`src/rtl/neuron_mac_pkg.sv`:
```
// Shared fixed-point defaults, FSM state encoding and a clog2 helper
// for the neuron MAC datapath.
package neuron_mac_pkg;

    localparam int unsigned N_DEF  = 16;
    localparam int unsigned Q_DEF  = 12;
    localparam int          FX_ONE = 1 << Q_DEF;
    localparam int          FX_MAX = (1 << (N_DEF - 1)) - 1;
    localparam int          FX_MIN = -FX_MAX;

    typedef enum logic [2:0] {
        IDLE  = 3'd0,
        ACC   = 3'd1,
        DRAIN = 3'd2,
        FIN   = 3'd3,
        OUT   = 3'd4
    } state_t;

    // Ceiling log2, returns 0 for inputs of 0 or 1
    function automatic int unsigned clog2(input int unsigned v);
        int unsigned r;
        r = 0;
        for (int unsigned p = 1; p < v; p = p << 1) begin
            r = r + 1;
        end
        return r;
    endfunction

endpackage

```
`src/rtl/neuron_mac_sat_rescale.sv`:
```
// Rescales the full-precision sum back to Q format (floor), clamps it
// symmetrically to +/-(2^(N-1)-1) and encodes it as sign-magnitude or
// two's complement. Purely combinational.
module fx_sat_rescale
    import neuron_mac_pkg::*;
#(
    parameter int unsigned N      = N_DEF,
    parameter int unsigned Q      = Q_DEF,
    parameter int unsigned ACCW   = 2 * N_DEF + 4,
    parameter bit          OUT_SM = 1'b1
) (
    input  logic signed [ACCW-1:0] s,
    output logic        [N-1:0]    phase,
    output logic                   ovf
);

    localparam logic signed [ACCW-1:0] PMAX = {{(ACCW-N+1){1'b0}}, {(N-1){1'b1}}};
    localparam logic signed [ACCW-1:0] NMAX = -PMAX;
    localparam logic        [N-1:0]    PMAX_N = {1'b0, {(N-1){1'b1}}};
    localparam logic        [N-1:0]    NMAX_N = {1'b1, {(N-2){1'b0}}, 1'b1};

    logic signed [ACCW-1:0] sh;
    logic                   hi;
    logic                   lo;
    logic        [N-1:0]    r_n;
    logic                   neg;
    logic        [N-2:0]    mag;

    assign sh = s >>> Q;

    // Clamp, then encode; the symmetric clamp keeps |r| within N-1 bits
    always_comb begin
        hi  = (sh > PMAX);
        lo  = (sh < NMAX);
        ovf = hi | lo;
        r_n = sh[N-1:0];
        if (hi) begin
            r_n = PMAX_N;
        end else if (lo) begin
            r_n = NMAX_N;
        end
        neg = r_n[N-1];
        mag = neg ? (~r_n[N-2:0] + {{(N-2){1'b0}}, 1'b1}) : r_n[N-2:0];
        if (OUT_SM) begin
            phase = {neg, mag};
        end else begin
            phase = r_n;
        end
    end

endmodule

```
`src/rtl/neuron_mac.sv`:
```
// Streaming dot-product neuron: LEN (x,w) beats are multiplied into a
// product register, accumulated at full precision, biased, rescaled and
// saturated into one phase word for the activation LUT.
module neuron_mac
    import neuron_mac_pkg::*;
#(
    parameter int unsigned N      = N_DEF,
    parameter int unsigned Q      = Q_DEF,
    parameter int unsigned LEN    = 8,
    parameter bit          OUT_SM = 1'b1
) (
    input  logic         clk,
    input  logic         rst,
    input  logic         start,
    input  logic [N-1:0] bias,
    input  logic         in_valid,
    output logic         in_ready,
    input  logic [N-1:0] x,
    input  logic [N-1:0] w,
    output logic         out_valid,
    input  logic         out_ready,
    output logic [N-1:0] phase,
    output logic         ovf,
    output logic         busy
);

    localparam int unsigned ACCW = 2 * N + clog2(LEN) + 1;
    localparam int unsigned CW   = clog2(LEN + 1);

    state_t                 state;
    state_t                 state_nxt;
    logic        [CW-1:0]   count;
    logic signed [2*N-1:0]  prod;
    logic                   prod_valid;
    logic signed [ACCW-1:0] acc;
    logic        [N-1:0]    bias_q;
    logic signed [ACCW-1:0] sum;
    logic        [N-1:0]    sat_phase;
    logic                   sat_ovf;
    logic                   beat;
    logic                   last_beat;

    assign in_ready  = (state == ACC);
    assign out_valid = (state == OUT);
    assign busy      = (state != IDLE);
    assign beat      = in_valid & in_ready;
    assign last_beat = beat & (count == CW'(LEN - 1));

    assign sum = acc + ({{(ACCW-N){bias_q[N-1]}}, bias_q} <<< Q);

    fx_sat_rescale #(
        .N      (N),
        .Q      (Q),
        .ACCW   (ACCW),
        .OUT_SM (OUT_SM)
    ) u_sat (
        .s      (sum),
        .phase  (sat_phase),
        .ovf    (sat_ovf)
    );

    // State register
    always_ff @(posedge clk or negedge rst) begin
        if (!rst) begin
            state <= IDLE;
        end else begin
            state <= state_nxt;
        end
    end

    // Next-state logic
    always_comb begin
        state_nxt = state;
        case (state)
            IDLE:    if (start) state_nxt = ACC;
            ACC:     if (last_beat) state_nxt = DRAIN;
            DRAIN:   state_nxt = FIN;
            FIN:     state_nxt = OUT;
            OUT:     if (out_ready) state_nxt = IDLE;
            default: state_nxt = IDLE;
        endcase
    end

    // Datapath: beat counter, product pipeline, accumulator, output register
    always_ff @(posedge clk or negedge rst) begin
        if (!rst) begin
            count      <= '0;
            prod       <= '0;
            prod_valid <= 1'b0;
            acc        <= '0;
            bias_q     <= '0;
            phase      <= '0;
            ovf        <= 1'b0;
        end else begin
            // The accumulator trails the product register by one cycle, so
            // the last product is folded in during DRAIN.
            prod_valid <= beat;
            if (prod_valid) begin
                acc <= acc + {{(ACCW-2*N){prod[2*N-1]}}, prod};
            end
            if (beat) begin
                prod  <= $signed(x) * $signed(w);
                count <= count + CW'(1);
            end
            if (state == IDLE && start) begin
                acc        <= '0;
                count      <= '0;
                bias_q     <= bias;
                prod_valid <= 1'b0;
            end
            if (state == FIN) begin
                phase <= sat_phase;
                ovf   <= sat_ovf;
            end
        end
    end

endmodule

```
`config.mk`:
```
export PLATFORM = sky130hd
export DESIGN_NAME = neuron_mac
export DESIGN_NICKNAME = d
export VERILOG_FILES = /design/src/rtl/neuron_mac_pkg.sv /design/src/rtl/neuron_mac_sat_rescale.sv /design/src/rtl/neuron_mac.sv
export SDC_FILE = /design/constraint.sdc
export NUM_CORES = 1
export LEC_CHECK = 0
export ABC_AREA = 0
export ABC_CLOCK_PERIOD_IN_PS = 12890
export CORE_ASPECT_RATIO = 0.9
export CORE_MARGIN = 5
export CORE_UTILIZATION = 65
export CTS_CLUSTER_SIZE = 16
export DETAILED_ROUTE_END_ITERATION = 8
export GPL_ROUTABILITY_DRIVEN = 0
export PLACE_DENSITY = 0.85
export SLEW_MARGIN = 20
export SYNTH_ARGS = -nofsm -noshare
export SYNTH_HDL_FRONTEND = slang
export SYNTH_HIERARCHICAL = 1
export SYNTH_SLANG_ARGS = --single-unit
```
`constraint.sdc`:
```
create_clock -name clk -period 12.89 [get_ports clk]
set_input_delay 3.867 -clock clk [delete_from_list [all_inputs] [get_ports clk]]
set_output_delay 3.867 -clock clk [all_outputs]
set_load 0.05 [all_outputs]
```
---- Yosys cells after proc, flatten, opt, wreduce, memory -nomap -nowiden ----
Index checks and enable logic that the tools add are counted.
storage, ports and cells
  output and inout port bits .............. 20
  flip-flop bits (word level) ............. 109
  input port bits ......................... 53
  logic and storage cells ................. 45
operators by class
  order comparisons ....................... 2
  bitwise operators ....................... 4
  equal/unequal tests ..................... 8
  multiplexer cells ....................... 12
  reduce and logical (&&, ||, !) cells .... 6
  add/sub/neg operators ................... 4
  $mul .................................... 1
operators with widths
  operator                                                                         number
  36-bit adder                                                                     2
  36-bit 2-to-1 mux                                                                2
  16-bit by 16-bit multiplier with 32-bit output                                   1
  16-bit 2-to-1 mux                                                                2
  24-bit by 16-bit > comparator with 1-bit output (second input constant)          1
  24-bit by 16-bit less-than comparator with 1-bit output (second input constant)  1
  15-bit by 1-bit adder with 15-bit output (second input constant)                 1
  15-bit 2-to-1 mux                                                                1
  15-bit inverter                                                                  1
  3-bit one-hot mux with 5 select lines                                            1
  3-bit 2-to-1 mux                                                                 3
  4-bit 2-to-1 mux                                                                 2
  3-bit by 2-bit == test with 1-bit output (second input constant)                 2
  4-bit by 1-bit adder with 4-bit output (second input constant)                   1
  4-bit by 3-bit == test with 1-bit output (second input constant)                 1
  2-bit by 1-bit inequality test with 1-bit output (second input constant)         2
  2-bit nonzero test                                                               2
  3-bit by 1-bit == test with 1-bit output (second input constant)                 1
  3-bit == test (second input constant)                                            1
  3-bit logical NOT                                                                1
  3-bit AND reduction                                                              1
  3-bit nonzero test                                                               1
  1-bit bitwise AND                                                                2
  2-bit inequality test (second input constant)                                    1
  other kinds (3)                                                                  3

---- Logic depth before layout (Yosys ltp) ----
Gate-level depths: netlist (run 1).
  word-level depth ........................ 7
  gate-level depth with buffers ........... 26
  mapped depth without buffers ............ 25

---- Modules after synthesis ----
The synthesis (run 1) kept the hierarchy.
by module, submodules not included
  module          times used  area an instance (sq um)  cells each  sequential area each (sq um)
  neuron_mac      1           16577.1                   1803        2727.6
  fx_sat_rescale  1           663.1                     97          0.0

---- Least setup slack after synthesis (run 1) ----
OpenSTA, ideal clock, no wires.
  path kind ............................... input to register
  from .................................... input x[15]
  to ...................................... register prod[31]
  setup slack ............................. 3.376 ns
  data required time ...................... 12.760 ns
  data arrival time ....................... 9.384 ns
  cell stages on the path ................. 21
  path buffers ............................ 1
  library setup time ...................... 0.130 ns
  path through ............................ clkbuf_1 nand2_1 inv_1 fa_1 fa_1 fa_1 fa_1 fa_1 inv_1 fa_1 inv_1 ha_1 a21o_1 a21oi_1 nor2b_1 o21ai_0 a31oi_1 a21o_1 a21oi_2 xnor2_1 o21ai_1
between the ends
  longest elaborated chain between the ends .. 1
ends and longest elaborated chain
  element                                         line               RTL
  start, declared                                 neuron_mac.sv:18   input logic [N-1:0] x,
  16-bit by 16-bit multiplier with 32-bit output  neuron_mac.sv:102  prod <= $signed(x) * $signed(w);
  end signal, assigned                            neuron_mac.sv:102
  end, declared                                   neuron_mac.sv:33   logic signed [2*N-1:0] prod;
No other way between the ends.
A chain may end at the register's enable or synchronous reset.

---- Final worst setup path (run 1) ----
  from .................................... input w[4]
  to ...................................... register prod[31]
between the ends
  longest elaborated chain between the ends .. 1
ends and longest elaborated chain
  element                                         line               RTL
  start, declared                                 neuron_mac.sv:19   input logic [N-1:0] w,
  16-bit by 16-bit multiplier with 32-bit output  neuron_mac.sv:102
No other way between the ends.

==> results.json, run 1 <==
{
  "coreArea_um2": 26100,
  "post-cts-setup-buffer-count": 0,
  "max-clock-path-buffers": 2,
  "port_buffers": 72,
  "cts_made_buffers": 9,
  "most-common-layout-cells": "sky130_fd_sc_hd__inv_1, sky130_fd_sc_hd__fa_1, sky130_fd_sc_hd__nand2_1",
  "postSynthNetCount": 2359,
  "area_growth_syn_to_layout_pct": 7.48,
  "number_of_diodes_added_for_antenna_fixing": 0,
  "maximum_clock_frequency_mhz": 96.1,
  "yosys_most_used_dff": "sky130_fd_sc_hd__dfrtp_1",
  "max-slew-margin-rel_pct": 37.7,
  "crit_cells": 18,
  "setup_crit_path_kind": "in -> reg",
  "worstHoldPathType": "reg -> reg",
  "unrepaired_setup_endpoints_after_global_routing": "no",
  "synth.ff_latch_count": 109,
  "largest_net_degree_at_the_start_of_global_routing": 70,
  "period_needed_ns": 10.41,
  "timing.reg2reg.worst_path_depth": 24,
  "insertion_delay_ns": 0.36,
  "grt_remaining_overflow": 0,
  "routedLengthMet1_um": 15500,
  "cts_resized": 0,
  "start_kind": "input pin",
  "remaining_drc_errors": 0,
  "grt_pass1_wl_um": 66700,
  "total_standard_cell_area_after_synthesis_um2": 17200,
  "setup-tns-final_ns": 0,
  "cts_tree": "done",
  "grt_antenna_before_repair": 0,
  "floorplan.die.width_um": 182,
  "post_synth_inst_count": 1900,
  "synth_largest_type_area_fraction_pct": 30.7,
  "vias_in_the_first_global_route": 14500,
  "worst_path_max_fanout": 16,
  "viasPerCell": 5.84,
  "count_of_flip_flops_with_a_built_in_enable_after_synthesis": 0,
  "final_common_cell": "sky130_fd_sc_hd__inv_1",
  "post-route-period-util_pct": 80.7,
  "dr_wl_met3_um": 2130,
  "worstPathArrival_ns": 10.62,
  "path_cells": "clkdlybuf4s50_1 -> nand2_1 -> inv_1 -> fa_1 -> fa_1 -> inv_1 -> fa_1 -> fa_1 -> fa_1 -> fa_1 -> inv_1 -> ha_1 -> a2111oi_0 -> a31oi_1 -> a21o_1 -> a21oi_2 -> xnor2_1 -> o21ai_1",
  "clock-skew-final_ns": 0.0106,
  "layout-drive-gt1-share_pct": 3.93,
  "reg2reg_to": "phase[8]$_DFFE_PN0P_",
  "drt-initial-drc-count": 880,
  "critical_path.reg2reg.startpoint": "acc[12]$_DFFE_PN0P_",
  "boundaryPins": 73,
  "cts.sink_count": 109,
  "ys_types": 79,
  "dr_total_vias": 13300,
  "path_delay_family": "adder cells",
  "route.final.wire_length_um": 38400,
  "timing.critical_path.buf_inv": 4,
  "ys_async_sr_fraction_pct": 100,
  "data_required_time_at_the_worst_endpoint_ns": 13.10,
  "timing.reg2reg.setup_slack_ns": 6.72,
  "start_util_pct": 66.0,
  "synth-warning-count": 6,
  "critPathMaxStageDelay_ns": 0.94,
  "ctsHtreeMaxLevel": 3,
  "grt_util_all_layers_pct": 27.1,
  "dp_hpwl_um": 30700,
  "final_report_setup_violation_count": 0,
  "detail-route-antenna-nets": 0,
  "max_cap_viol_count": 0,
  "num-nets-final": 2389,
  "cp_slowest_cell": "sky130_fd_sc_hd__fa_1",
  "met2_length_um": 19300,
  "synth_top_cells_by_area": "sky130_fd_sc_hd__fa_1, sky130_fd_sc_hd__dfrtp_1, sky130_fd_sc_hd__ha_1",
  "top_signal_layer_used": "met4",
  "status": "finished clean",
  "cts_root_buf": "sky130_fd_sc_hd__clkbuf_16",
  "fp.dieArea_um2": 29900,
  "avgRoutedWirePerCell_um": 16.8,
  "critical_path.endpoint": "prod[31]$_DFFE_PN0P_",
  "detail_route.first_pass.iterations": 7,
  "worstSetupEndpointType": "register",
  "cts.clk_slew.worst_paths_ns": 0.08,
  "worst_pin_slew_ns": 0.931,
  "startpoint": "w[4]",
  "synth_top_area_cell": "sky130_fd_sc_hd__fa_1",
  "cts_hold_repair.buffers": 0,
  "post_synth.cell_area_avg_um2": 9.07,
  "final_hold_violations": 0,
  "rows": 56,
  "final-max-slew-violation-count": 0,
  "die_h_um": 165,
  "critical-path-top-cell-by-count": "sky130_fd_sc_hd__fa_1",
  "seq_area_frac_synth_pct": 15.8
}
[worst min-delay path by stage]
stage | start | to | slack, ns | depth (start not counted)
4_1_cts | bias_q[6]$_DFFE_PN0P_ | bias_q[6]$_DFFE_PN0P_ | 0.49 | 2
3_5_place_dp | bias_q[6]$_DFFE_PN0P_ | bias_q[6]$_DFFE_PN0P_ | 0.47 | 2
2_1_floorplan | prod[0]$_DFFE_PN0P_ | prod[0]$_DFFE_PN0P_ | 0.45 | 2
6_report | bias_q[6]$_DFFE_PN0P_ | bias_q[6]$_DFFE_PN0P_ | 0.49 | 2
3_3_place_gp | bias_q[6]$_DFFE_PN0P_ | bias_q[6]$_DFFE_PN0P_ | 0.46 | 2
5_1_grt | bias_q[4]$_DFFE_PN0P_ | bias_q[4]$_DFFE_PN0P_ | 0.51 | 2
[through the flow]
| stage | util, % | worst slack [ns] | std cells | area [um2] | hold slack [ns] |
|---|---|---|---|---|---|
| 2_1_floorplan | - | 3.38 | 1900 | 17200 | 0.445 |
| 5_1_grt | 70.9 | 2.03 | 2283 | 18500 | 0.508 |
| 4_1_cts | 70.9 | 2.55 | 2283 | 18500 | 0.493 |
| 6_report | 70.9 | 2.48 | 2283 | 18500 | 0.488 |
| 3_3_place_gp | 69.7 | 2.35 | 2267 | 18200 | 0.465 |
| 3_5_place_dp | 69.7 | 2.17 | 2267 | 18200 | 0.468 |
[metal layers]
| layer | vias to the layer above | track usage (%) |
|---|---|---|
| li1 | 6104 | - |
| met1 | 6609 | 34.2 |
| met2 | 502 | 48.5 |
| met3 | 117 | 3.63 |
| met4 | 0 | 9.38 |
| met5 | - | 0 |
[cell families (layout without fill, tap and decap cells)]
| kind of cell | count (synthesis) | after routing | share of synthesized area (%) |
|---|---|---|---|
| mux | 38 | 38 | 2.33 |
| flops | 109 | 109 | 15.8 |
| simple gates | 580 | 580 | 16.8 |
| fa+ha+maj | 406 | 406 | 41.0 |
| xor+xnor | 89 | 89 | 4.52 |
| compound gates | 289 | 289 | 11.0 |
| buf+inv | 389 | 424 | 8.56 |
[flip-flops by register name, indices dropped and copies added (netlist names)]
name,cells
count,4
phase,16
acc,36
ovf,1
state,3
prod_valid,1
bias_q,16
prod,32
[final cells by class]
type	instances	area (um2)
fillers	1867	7600
multi-input cells	1402	13000
inverters	330	1240
well taps	348	435
repair buffers	78	763
clock inverters	5	67.6
flip-flops and latches	109	2730
clock buffers	11	253
[synth_stat cells (all sizes together) (14+ instances only)]
master / n
mux2i: 21
mux2: 17
o21bai: 14
and2: 125
nor2: 83
dfrtp: 109
ha: 142
xor2: 29
nand2: 246
inv: 330
fa: 264
o21a: 15
nand2b: 21
nor3: 21
o21ai: 79
a21o: 32
clkbuf: 55
a21oi: 79
xnor2: 60
[worst min-delay path: stages, from the launching register on]
cell and delay [ns]:
sky130_fd_sc_hd__dfrtp_1 0.35, sky130_fd_sc_hd__nand2_1 0.05, sky130_fd_sc_hd__nand2_1 0.06
Power of run 1 is not shown: default switching activity piles up to over one toggle a cycle in this logic, so the estimate is an artifact.
==> run 2: changes to the inputs <==
--- a/config.mk
+++ b/config.mk
@@ -6,14 +6,14 @@
 export NUM_CORES = 1
 export LEC_CHECK = 0
 export ABC_AREA = 0
-export ABC_CLOCK_PERIOD_IN_PS = 12890
+export ABC_CLOCK_PERIOD_IN_PS = 10500
 export CORE_ASPECT_RATIO = 0.9
 export CORE_MARGIN = 5
-export CORE_UTILIZATION = 65
+export CORE_UTILIZATION = 64
 export CTS_CLUSTER_SIZE = 16
 export DETAILED_ROUTE_END_ITERATION = 8
 export GPL_ROUTABILITY_DRIVEN = 0
-export PLACE_DENSITY = 0.85
+export PLACE_DENSITY = 0.83
 export SLEW_MARGIN = 20
 export SYNTH_ARGS = -nofsm -noshare
 export SYNTH_HDL_FRONTEND = slang
==> constraint.sdc (replaced) <==
create_clock -name clk -period 10.5 [get_ports clk]
set_input_delay 3.15 -clock clk [delete_from_list [all_inputs] [get_ports clk]]
set_output_delay 3.15 -clock clk [all_outputs]
set_load 0.05 [all_outputs]
==> run 2 against run 1 <==
  * Critical endpoint unchanged
  * Highest routed layer unchanged
  * Via count grew 0.24%
  * Non-clock buffer count increased by 16
  * Register-to-register slack lost 2.4 ns
  * Sequential cell count is the same
  * Global-route usage is 0.11 points higher
  * First-iteration DRC count grew 32%
  * Worst hold slack better by 0.0072 ns
  * Die area rose by 1.5%
  * Final cell count increased by 0.96%
  * Utilization is 1.2 points lower
  * Sequential share of layout area shrank 0.080 points
  * Routed wire length increased by 3.2%
==> results.json, run 2 (synthesized netlist as in run 1, its figures left out) <==
{
  "cts_tree": "done",
  "setup-tns-final_ns": 0,
  "max-slew-margin-rel_pct": 37.2,
  "cts_root_buf": "sky130_fd_sc_hd__clkbuf_16",
  "cells_on_worst_hold_path": 2,
  "layout-drive-gt1-share_pct": 4.66,
  "max_cap_viol_count": 0,
  "critPathMaxStageDelay_ns": 0.75,
  "max-clock-path-buffers": 2,
  "fp.dieArea_um2": 30300,
  "die_h_um": 166,
  "largest_reg_flops": 36,
  "status": "finished clean",
  "start_util_pct": 64.5,
  "insertion_delay_ns": 0.35,
  "cts_resized": 0,
  "final_hold_violations": 0,
  "worstSetupEndpointType": "register",
  "cts_hold_repair.buffers": 0,
  "grt_util_all_layers_pct": 27.2,
  "detail-route-antenna-nets": 0,
  "critical-path-top-cell-by-count": "sky130_fd_sc_hd__fa_1",
  "final-max-slew-violation-count": 0,
  "area_growth_syn_to_layout_pct": 8.07,
  "reg2reg_to": "phase[8]$_DFFE_PN0P_",
  "total_of_fill_cells_in_the_finished_design": 2035,
  "final_common_cell": "sky130_fd_sc_hd__inv_1",
  "vias_in_the_first_global_route": 14300,
  "dp_hpwl_um": 32100,
  "grt_remaining_overflow": 0,
  "coreArea_um2": 26700,
  "final_report_setup_violation_count": 0,
  "cts_made_buffers": 9,
  "max_flop_register": "acc",
  "grt_antenna_before_repair": 0,
  "utilization_pct": 69.7,
  "critical_path.endpoint": "prod[31]$_DFFE_PN0P_",
  "num-nets-final": 2405,
  "detail_route.first_pass.iterations": 6,
  "worstPathArrival_ns": 9.77,
  "grt_pass1_wl_um": 68600,
  "worstHoldPathType": "reg -> reg",
  "fin_cells": 2305,
  "cp_slowest_cell": "sky130_fd_sc_hd__clkdlybuf4s50_1",
  "boundaryPins": 73,
  "data_required_time_at_the_worst_endpoint_ns": 10.70,
  "most-common-layout-cells": "sky130_fd_sc_hd__inv_1, sky130_fd_sc_hd__fa_1, sky130_fd_sc_hd__nand2_1",
  "maximum_clock_frequency_mhz": 105,
  "floorplan.die.width_um": 183,
  "dr_total_vias": 13400,
  "drt-initial-drc-count": 1159,
  "placed_cells_incl_taps": 2289,
  "timing.reg2reg.setup_slack_ns": 4.31,
  "remaining_drc_errors": 0,
  "period_needed_ns": 9.57,
  "ctsHtreeMaxLevel": 3,
  "start_kind": "input pin",
  "route.final.wire_length_um": 39600,
  "timing.critical_path.buf_inv": 4,
  "unrepaired_setup_endpoints_after_global_routing": "no",
  "crit_cells": 22,
  "post-cts-setup-buffer-count": 0,
  "cts.clk_slew.worst_paths_ns": 0.07,
  "avgRoutedWirePerCell_um": 17.2,
  "startpoint": "x[15]",
  "worst_pin_slew_ns": 0.939,
  "critical_path.reg2reg.startpoint": "acc[12]$_DFFE_PN0P_",
  "viasPerCell": 5.80,
  "setup_crit_path_kind": "in -> reg",
  "largest_net_degree_at_the_start_of_global_routing": 63,
  "path_delay_family": "adder cells",
  "post-route-period-util_pct": 91.1,
  "largest_registers": "acc x36, prod x32",
  "port_buffers": 72,
  "clock-skew-final_ns": 0.0106,
  "worst_path_max_fanout": 16,
  "timing.reg2reg.worst_path_depth": 24,
  "cts.sink_count": 109,
  "rows": 57,
  "number_of_diodes_added_for_antenna_fixing": 0,
  "path_cells": "clkdlybuf4s50_1 -> nand2_1 -> inv_1 -> fa_1 -> fa_1 -> fa_1 -> fa_1 -> fa_1 -> inv_1 -> fa_1 -> inv_1 -> ha_1 -> a21o_1 -> a21o_1 -> a211o_1 -> a21oi_2 -> nand2b_1 -> a31oi_1 -> a21o_1 -> a21oi_2 -> xnor2_1 -> o21ai_1"
}
-- run 2: per-stage QoR --
step,cell area [um2],setup WS (ns),hold WS [ns]
floorplan,17200,1.70,0.445
global placement,18300,0.737,0.465
detailed placement,18300,0.566,0.476
CTS,18600,0.942,0.494
global route,18600,0.433,0.509
finish,18600,0.931,0.495
-- run 2: metal layers --
layer  up-vias  GRT usage [%]  share of wire (%)
met3       101           4.25                7.4
met2       528           46.1                 49
met4         0           8.00                2.8
li1       6127              -                  -
met5         -              0                  0
met1      6608           36.5                 41
-- run 2: worst min path at each step --
stage	startpoint	to
floorplan	prod[0]$_DFFE_PN0P_	prod[0]$_DFFE_PN0P_
global placement	bias_q[3]$_DFFE_PN0P_	bias_q[3]$_DFFE_PN0P_
detailed placement	bias_q[10]$_DFFE_PN0P_	bias_q[10]$_DFFE_PN0P_
CTS	bias_q[10]$_DFFE_PN0P_	bias_q[10]$_DFFE_PN0P_
global route	prod[18]$_DFFE_PN0P_	prod[18]$_DFFE_PN0P_
finish	prod[18]$_DFFE_PN0P_	prod[18]$_DFFE_PN0P_
-- run 2: worst reg2reg max path, cell delays in order (launching register included) --
cell and delay [ns]:
sky130_fd_sc_hd__dfrtp_1 0.42, sky130_fd_sc_hd__ha_1 0.23, sky130_fd_sc_hd__inv_1 0.08, sky130_fd_sc_hd__fa_1 0.22, sky130_fd_sc_hd__nor2b_1 0.06, sky130_fd_sc_hd__o21a_1 0.17
sky130_fd_sc_hd__o21ai_0 0.43, sky130_fd_sc_hd__a21oi_1 0.21, sky130_fd_sc_hd__o221ai_1 0.25, sky130_fd_sc_hd__a21oi_1 0.14, sky130_fd_sc_hd__a31oi_1 0.40, sky130_fd_sc_hd__o21ai_0 0.15
sky130_fd_sc_hd__a21oi_1 0.19, sky130_fd_sc_hd__xnor2_1 0.20, sky130_fd_sc_hd__nand4_1 0.17, sky130_fd_sc_hd__or2_2 0.35, sky130_fd_sc_hd__a21o_4 0.26, sky130_fd_sc_hd__a211oi_1 0.34
sky130_fd_sc_hd__ha_1 0.26, sky130_fd_sc_hd__or4b_4 0.53, sky130_fd_sc_hd__or2_1 0.29, sky130_fd_sc_hd__o21a_1 0.19, sky130_fd_sc_hd__o32ai_1 0.22, sky130_fd_sc_hd__nor2_1 0.06
sky130_fd_sc_hd__mux2_2 0.26
-- run 2: final cells by class --
type / count / area [um2] / area share [%]
timing repair buffer: 94 / 883 / 4.74
sequential: 109 / 2730 / 14.6
multi-input combinational: 1402 / 13000 / 70.0
clock inverter: 5 / 51.3 / 0.275
tap: 354 / 443 / 2.38
clock buffer: 11 / 243 / 1.30
inverter: 330 / 1240 / 6.65
Power of run 2 is left out for the same reason.
==> run 3: changes to the inputs <==
--- a/config.mk
+++ b/config.mk
@@ -14,7 +14,8 @@
 export DETAILED_ROUTE_END_ITERATION = 8
 export GPL_ROUTABILITY_DRIVEN = 0
 export PLACE_DENSITY = 0.83
-export SLEW_MARGIN = 20
+export SKIP_CTS_REPAIR_TIMING = 1
+export SLEW_MARGIN = 10
 export SYNTH_ARGS = -nofsm -noshare
 export SYNTH_HDL_FRONTEND = slang
 export SYNTH_HIERARCHICAL = 1
==> results of run 3 <==
Same layout as run 2: the final DEF is identical, and so are final timing and power.
Power of run 3 is left out for the same reason.
